### config.mk
export PLATFORM = sky130hd
export DESIGN_NAME = shake_rej_sampler
export DESIGN_NICKNAME = d
export VERILOG_FILES = /design/src/rtl/shake_rej_sampler.sv
export SDC_FILE = /design/constraint.sdc
export NUM_CORES = 1
export LEC_CHECK = 0
export ABC_AREA = 1
export BUFFER_PORTS_ARGS = -buffer_cell sky130_fd_sc_hd__buf_2
export CAP_MARGIN = 0
export CORE_MARGIN = 5
export CORE_UTILIZATION = 25
export CTS_CLUSTER_SIZE = 8
export DETAILED_ROUTE_END_ITERATION = 7
export GPL_TIMING_DRIVEN = 0
export PLACE_DENSITY = 0.44
export SYNTH_ARGS = -nofsm -noshare
export SYNTH_HDL_FRONTEND = slang
export SYNTH_SLANG_ARGS = --single-unit
### constraint.sdc
create_clock -name clk -period 8.7 [get_ports clk]
set_input_delay 0.87 -clock clk [delete_from_list [all_inputs] [get_ports clk]]
set_output_delay 0.87 -clock clk [all_outputs]
set_load 0.01 [all_outputs]
### src/rtl/shake_rej_sampler.sv
// Rejection sampler: turns a SHAKE squeeze byte stream into N_COEFFS
// coefficients below Q, consuming 3 bytes per candidate with bit 23 masked.
// Optional macro SHAKE_REJ_STATS_EN adds a saturating reject_cnt output.
module shake_rej_sampler #(
  parameter int W        = 64,
  parameter int N_COEFFS = 256,
  parameter int Q        = 8380417
) (
  input  logic          clk,
  input  logic          rst,
  input  logic          start,
  input  logic [W-1:0]  data_in,
  input  logic          valid_in,
  output logic          ready_out,
  output logic [22:0]   coeff_out,
  output logic [7:0]    coeff_idx,
  output logic          valid_out,
  input  logic          ready_in,
  output logic          done
`ifdef SHAKE_REJ_STATS_EN
  ,
  output logic [15:0]   reject_cnt
`endif
);

  localparam int WORD_BYTES = W / 8;
  // Worst case: 2 leftover bytes plus a freshly loaded word.
  localparam int BUF_BYTES  = WORD_BYTES + 2;
  localparam int BUF_W      = BUF_BYTES * 8;
  localparam int CNT_W      = $clog2(BUF_BYTES + 1);
  localparam int ACC_W      = $clog2(N_COEFFS + 1);

  typedef enum logic [1:0] {
    IDLE   = 2'd0,
    SAMPLE = 2'd1,
    DONE   = 2'd2
  } state_e;

  state_e             state_q, state_d;
  logic [BUF_W-1:0]   buf_q, buf_d;
  logic [CNT_W-1:0]   byte_cnt_q, byte_cnt_d;
  logic [ACC_W-1:0]   accept_cnt_q, accept_cnt_d;
  logic [22:0]        coeff_q, coeff_d;
  logic [7:0]         idx_q, idx_d;
  logic               valid_q, valid_d;
  logic [15:0]        reject_q, reject_d;

  logic               in_sample;
  logic               cnt_open;
  logic               load;
  logic               extract;
  logic               out_hs;
  logic [22:0]        cand;

  assign in_sample = (state_q == SAMPLE);
  assign cnt_open  = (accept_cnt_q < ACC_W'(N_COEFFS));
  assign ready_out = in_sample && (byte_cnt_q <= CNT_W'(2)) && cnt_open;
  assign load      = ready_out && valid_in;
  // Disjoint from load because the byte_cnt ranges never overlap.
  assign extract   = in_sample && (byte_cnt_q >= CNT_W'(3)) && cnt_open &&
                     (!valid_q || ready_in);
  assign out_hs    = valid_q && ready_in;
  assign cand      = {buf_q[22:16], buf_q[15:0]};

  // NOTE: every always_comb output gets a default first so no latch is inferred.
  always_comb begin
    state_d      = state_q;
    buf_d        = buf_q;
    byte_cnt_d   = byte_cnt_q;
    accept_cnt_d = accept_cnt_q;
    coeff_d      = coeff_q;
    idx_d        = idx_q;
    valid_d      = valid_q;
    reject_d     = reject_q;

    case (state_q)
      IDLE: begin
        if (start) begin
          state_d      = SAMPLE;
          buf_d        = '0;
          byte_cnt_d   = '0;
          accept_cnt_d = '0;
          idx_d        = '0;
          valid_d      = 1'b0;
          reject_d     = '0;
        end
      end

      SAMPLE: begin
        if (out_hs) valid_d = 1'b0;

        if (load) begin
          // Bytes above byte_cnt are always zero, so OR-ing places the word.
          buf_d      = buf_q | (BUF_W'(data_in) << {byte_cnt_q, 3'b000});
          byte_cnt_d = byte_cnt_q + CNT_W'(WORD_BYTES);
        end else if (extract) begin
          buf_d      = buf_q >> 24;
          byte_cnt_d = byte_cnt_q - CNT_W'(3);
          if (cand < 23'(Q)) begin
            coeff_d      = cand;
            idx_d        = accept_cnt_q[7:0];
            valid_d      = 1'b1;
            accept_cnt_d = accept_cnt_q + ACC_W'(1);
          end else if (reject_q != 16'hFFFF) begin
            reject_d = reject_q + 16'd1;
          end
        end

        if (out_hs && (accept_cnt_q == ACC_W'(N_COEFFS))) begin
          state_d    = DONE;
          buf_d      = '0;
          byte_cnt_d = '0;
        end
      end

      DONE: begin
        state_d    = IDLE;
        valid_d    = 1'b0;
        byte_cnt_d = '0;
      end

      default: state_d = IDLE;
    endcase
  end

  // NOTE: sequential state uses non-blocking assignments only, so every
  // register samples the pre-edge values regardless of statement order.
  always_ff @(posedge clk) begin
    if (rst) begin
      state_q      <= IDLE;
      byte_cnt_q   <= '0;
      accept_cnt_q <= '0;
      coeff_q      <= '0;
      idx_q        <= '0;
      valid_q      <= 1'b0;
      reject_q     <= '0;
    end else begin
      state_q      <= state_d;
      byte_cnt_q   <= byte_cnt_d;
      accept_cnt_q <= accept_cnt_d;
      coeff_q      <= coeff_d;
      idx_q        <= idx_d;
      valid_q      <= valid_d;
      reject_q     <= reject_d;
    end
  end

  // NOTE: the byte buffer has no reset; it is zeroed on every start and its
  // contents are never observed before that.
  always_ff @(posedge clk) begin
    buf_q <= buf_d;
  end

  assign coeff_out = coeff_q;
  assign coeff_idx = idx_q;
  assign valid_out = valid_q;
  assign done      = (state_q == DONE);

`ifdef SHAKE_REJ_STATS_EN
  assign reject_cnt = reject_q;
`else
  logic unused_reject;
  assign unused_reject = ^reject_q;
`endif

endmodule

==> flow_summary.ini <==
[status]
status = finished clean

[route]
via_per_inst = 4.816
wirelength_mm = 30.92
ant_nets = 0
vias = 7764
firstDrtPassIters = 7
drcViolationCount = 0
route.detailed.wl_per_inst_um = 19.18
drt_iter0_drc = 673

[power]
vdd_drop_max_uv = 100.8
cellLeakagePower_uw = 0.003940
power_density_nw_per_um2 = 202.9

[global_route]
track_usage_pct = 18.10
antenna_found_initial = 0
overflow = 0
grt_max_degree = 17
first_global_vias = 7464
grt_first_pass_wirelength_mm = 46.58

[floorplan]
initial_core_util_pct = 25.12
dieArea_sq_um = 34180
ios = 103
die_h_um = 184.9
chipWidth_um = 184.9
coreArea_sq_um = 30430
rows = 64

[clocking]
cts_resized = 0
clk_latency_ps = 420
hold_buffers = 0
cts_buffer_depth = 2
cts.clk_slew.worst_paths_ps = 60
post_cts_buffers = 0
root_buffer = clkbuf_16
numCtsBuffers = 17
htreeDepth = 4
clock_sinks = 124
cts_tree = built

[min_path]
min_from = coeff_out[1]
hold_depth = 2
hold_path_end = coeff_out[1]
hp-class = flip-flop to flip-flop

[finish]
fin_cells = 1612
diodes = 0
nFillCells = 3403
fin_area_sq_um = 9355
layout.nets = 1276
areaGrowthSynthToFinish_pct = 22.37
drive_gt1_share_pct = 16.61

[timing]
skew_ps = 9.812
period_share_pct = 42.45
tightest_slew_ps = 1057
slew_headroom_pct = 28.80
whs_ps = 460.5
min_period_ps = 3693
layout_setup_ws_ps = 5007
timing.fmax_mhz = 270.8
setup-violations-final = 0
hold_violations = 0
rsz0062_at_grt = false
drv_slew = 0

[place]
io_buffers = 101
place_area_sq_um = 8730
dp_hpwl_mm = 25.18
placed_cells = 1580
place_ws_ps = 4974
place_congestion = 0.9195

[yosys]
synth_top_cells_by_count = 277 x nand2_1, 142 x o21ai_0, 135 x a21oi_1
synthFlopType = edfxtp_1
yosys_warnings = 0
synth_simple_gate_area_share_pct = 25.27
ys_ff_latch = 124
yosysUniqueCellTypes = 39
synth.area.top_cells = edfxtp_1 30%, nand2_1 14%, dfxtp_1 12%
yosys.area_share.adder_pct = 0.6547
synth_nets = 1149
synth_top_family_by_area = simple AND/OR/NAND/NOR gates
yosysMostFrequentCell = nand2_1
netlist_area_sq_um = 7645
synth_compound_gate_area_share_pct = 22.72
synth-edff-count = 77
synth-xor-area-share_pct = 0.3437
synth_top_area_share_pct = 30.25
synth_mux_area_share_pct = 0
netlist_instances = 1076
synth_area_leader_cell = edfxtp_1
ys_seq_area_share_pct = 42.55
syn_area_per_cell_sq_um = 7.105
synthArstFlopShare_pct = 0

[critical_path]
cp_max_fo = 12
rr_endpoint = buf_q[64]
crit_path_end_kind = flip-flop
worstSetupPathType = flip-flop to flip-flop
r2r-start = byte_cnt_q[0]
required_ps = 8830
reg2reg_depth = 16
cp.arrival_ps = 3820
rrSetupSlack_ps = 5010
start_kind = flip-flop

[job]
maxCapViolations = 0
==> cells by family (layout without fill, tap and decap cells) <==
family | count (synthesis) | after routing
AO/OA/AOI/OAI | 327 | 327
XOR/XNOR | 3 | 3
adder cells (fa/ha/maj) | 4 | 4
buffers and inverters | 149 | 289
flip-flops | 124 | 124
AND/OR/NAND/NOR | 469 | 469
==> flip-flops by register name, indices dropped and copies added (netlist names) <==
name          cells
accept_cnt_q      9
buf_q            77
byte_cnt_q        4
coeff_idx         8
coeff_out        23
state_q           2
valid_out         1
==> cells in the final DEF, fill, tap and decap left out, types with 6 or more instances in the layout <==
cell type and instances:
buf_2 122, buf_1 6, dfxtp_1 47, clkbuf_16 17, inv_2 8, clkbuf_1 33, nor2_1 113, buf_6 8
inv_1 67, edfxtp_1 77, o21ai_0 142, o22ai_1 20, nand2_1 277, buf_4 11, a21oi_1 135, nor3_1 18
or2_2 11, a31oi_1 10, nand3_1 29
==> layer usage <==
layer / wire, um / track usage (%) / share of wire [%]
met1: 14600 / 26.02 / 47
met2: 13770 / 28.30 / 45
met3: 2054 / 3.260 / 6.6
met4: 490 / 4.316 / 1.6
met5: 0 / 0 / 0
==> worst max-delay path: stages, from the launching register on <==
cell and delay, ps:
dfxtp_1 380, clkinv_1 190, clkbuf_1 510, ha_1 240
inv_1 40, nand2_1 40, nand2_1 60, nor2_2 130
nand2_2 120, buf_6 170, nand2_1 60, nor2_1 70
nor3_2 600, buf_6 250, buf_8 170, buf_6 170
buf_6 170
==> where the power goes <==
group | switching, uW | leakage (uW) | internal (uW) | total [uW]
sequential | 33.2 | 0.00117 | 683 | 716
clock | 275 | 0.000286 | 479 | 755
combinational | 304 | 0.00248 | 124 | 428
==> final cells by class <==
cell class | instances | area [sq um] | area share [%]
Clock buffer | 18 | 429.2 | 4.587
Timing Repair Buffer | 108 | 584.3 | 6.246
Multi-Input combinational cell | 803 | 3750 | 40.08
Clock inverter | 14 | 196.4 | 2.100
Tap cell | 396 | 495.5 | 5.296
Buffer | 73 | 361.6 | 3.865
Inverter | 76 | 285.3 | 3.049
Sequential cell | 124 | 3253 | 34.77
==> metrics by stage <==
stage | power, uW | setup TNS (ps) | utilization (%)
3_5_place_dp | 1150 | 0 | 28.69
2_1_floorplan | 969.4 | 0 | -
5_1_grt | 1991 | 0 | 30.74
3_3_place_gp | 1152 | -159790 | 28.41
6_report | 1898 | 0 | 30.74
4_1_cts | 1908 | 0 | 30.74
==> worst max-delay path by stage <==
stage / start / endpoint / depth (start not counted)
3_5_place_dp: byte_cnt_q[0] / buf_q[61] / 16
3_3_place_gp: byte_cnt_q[0] / buf_q[66] / 12
6_report: byte_cnt_q[0] / buf_q[64] / 16
2_1_floorplan: byte_cnt_q[0] / buf_q[0] / 12
4_1_cts: byte_cnt_q[0] / buf_q[64] / 16
5_1_grt: byte_cnt_q[0] / buf_q[36] / 16
Note: power is estimated with default switching activity, not from simulation.
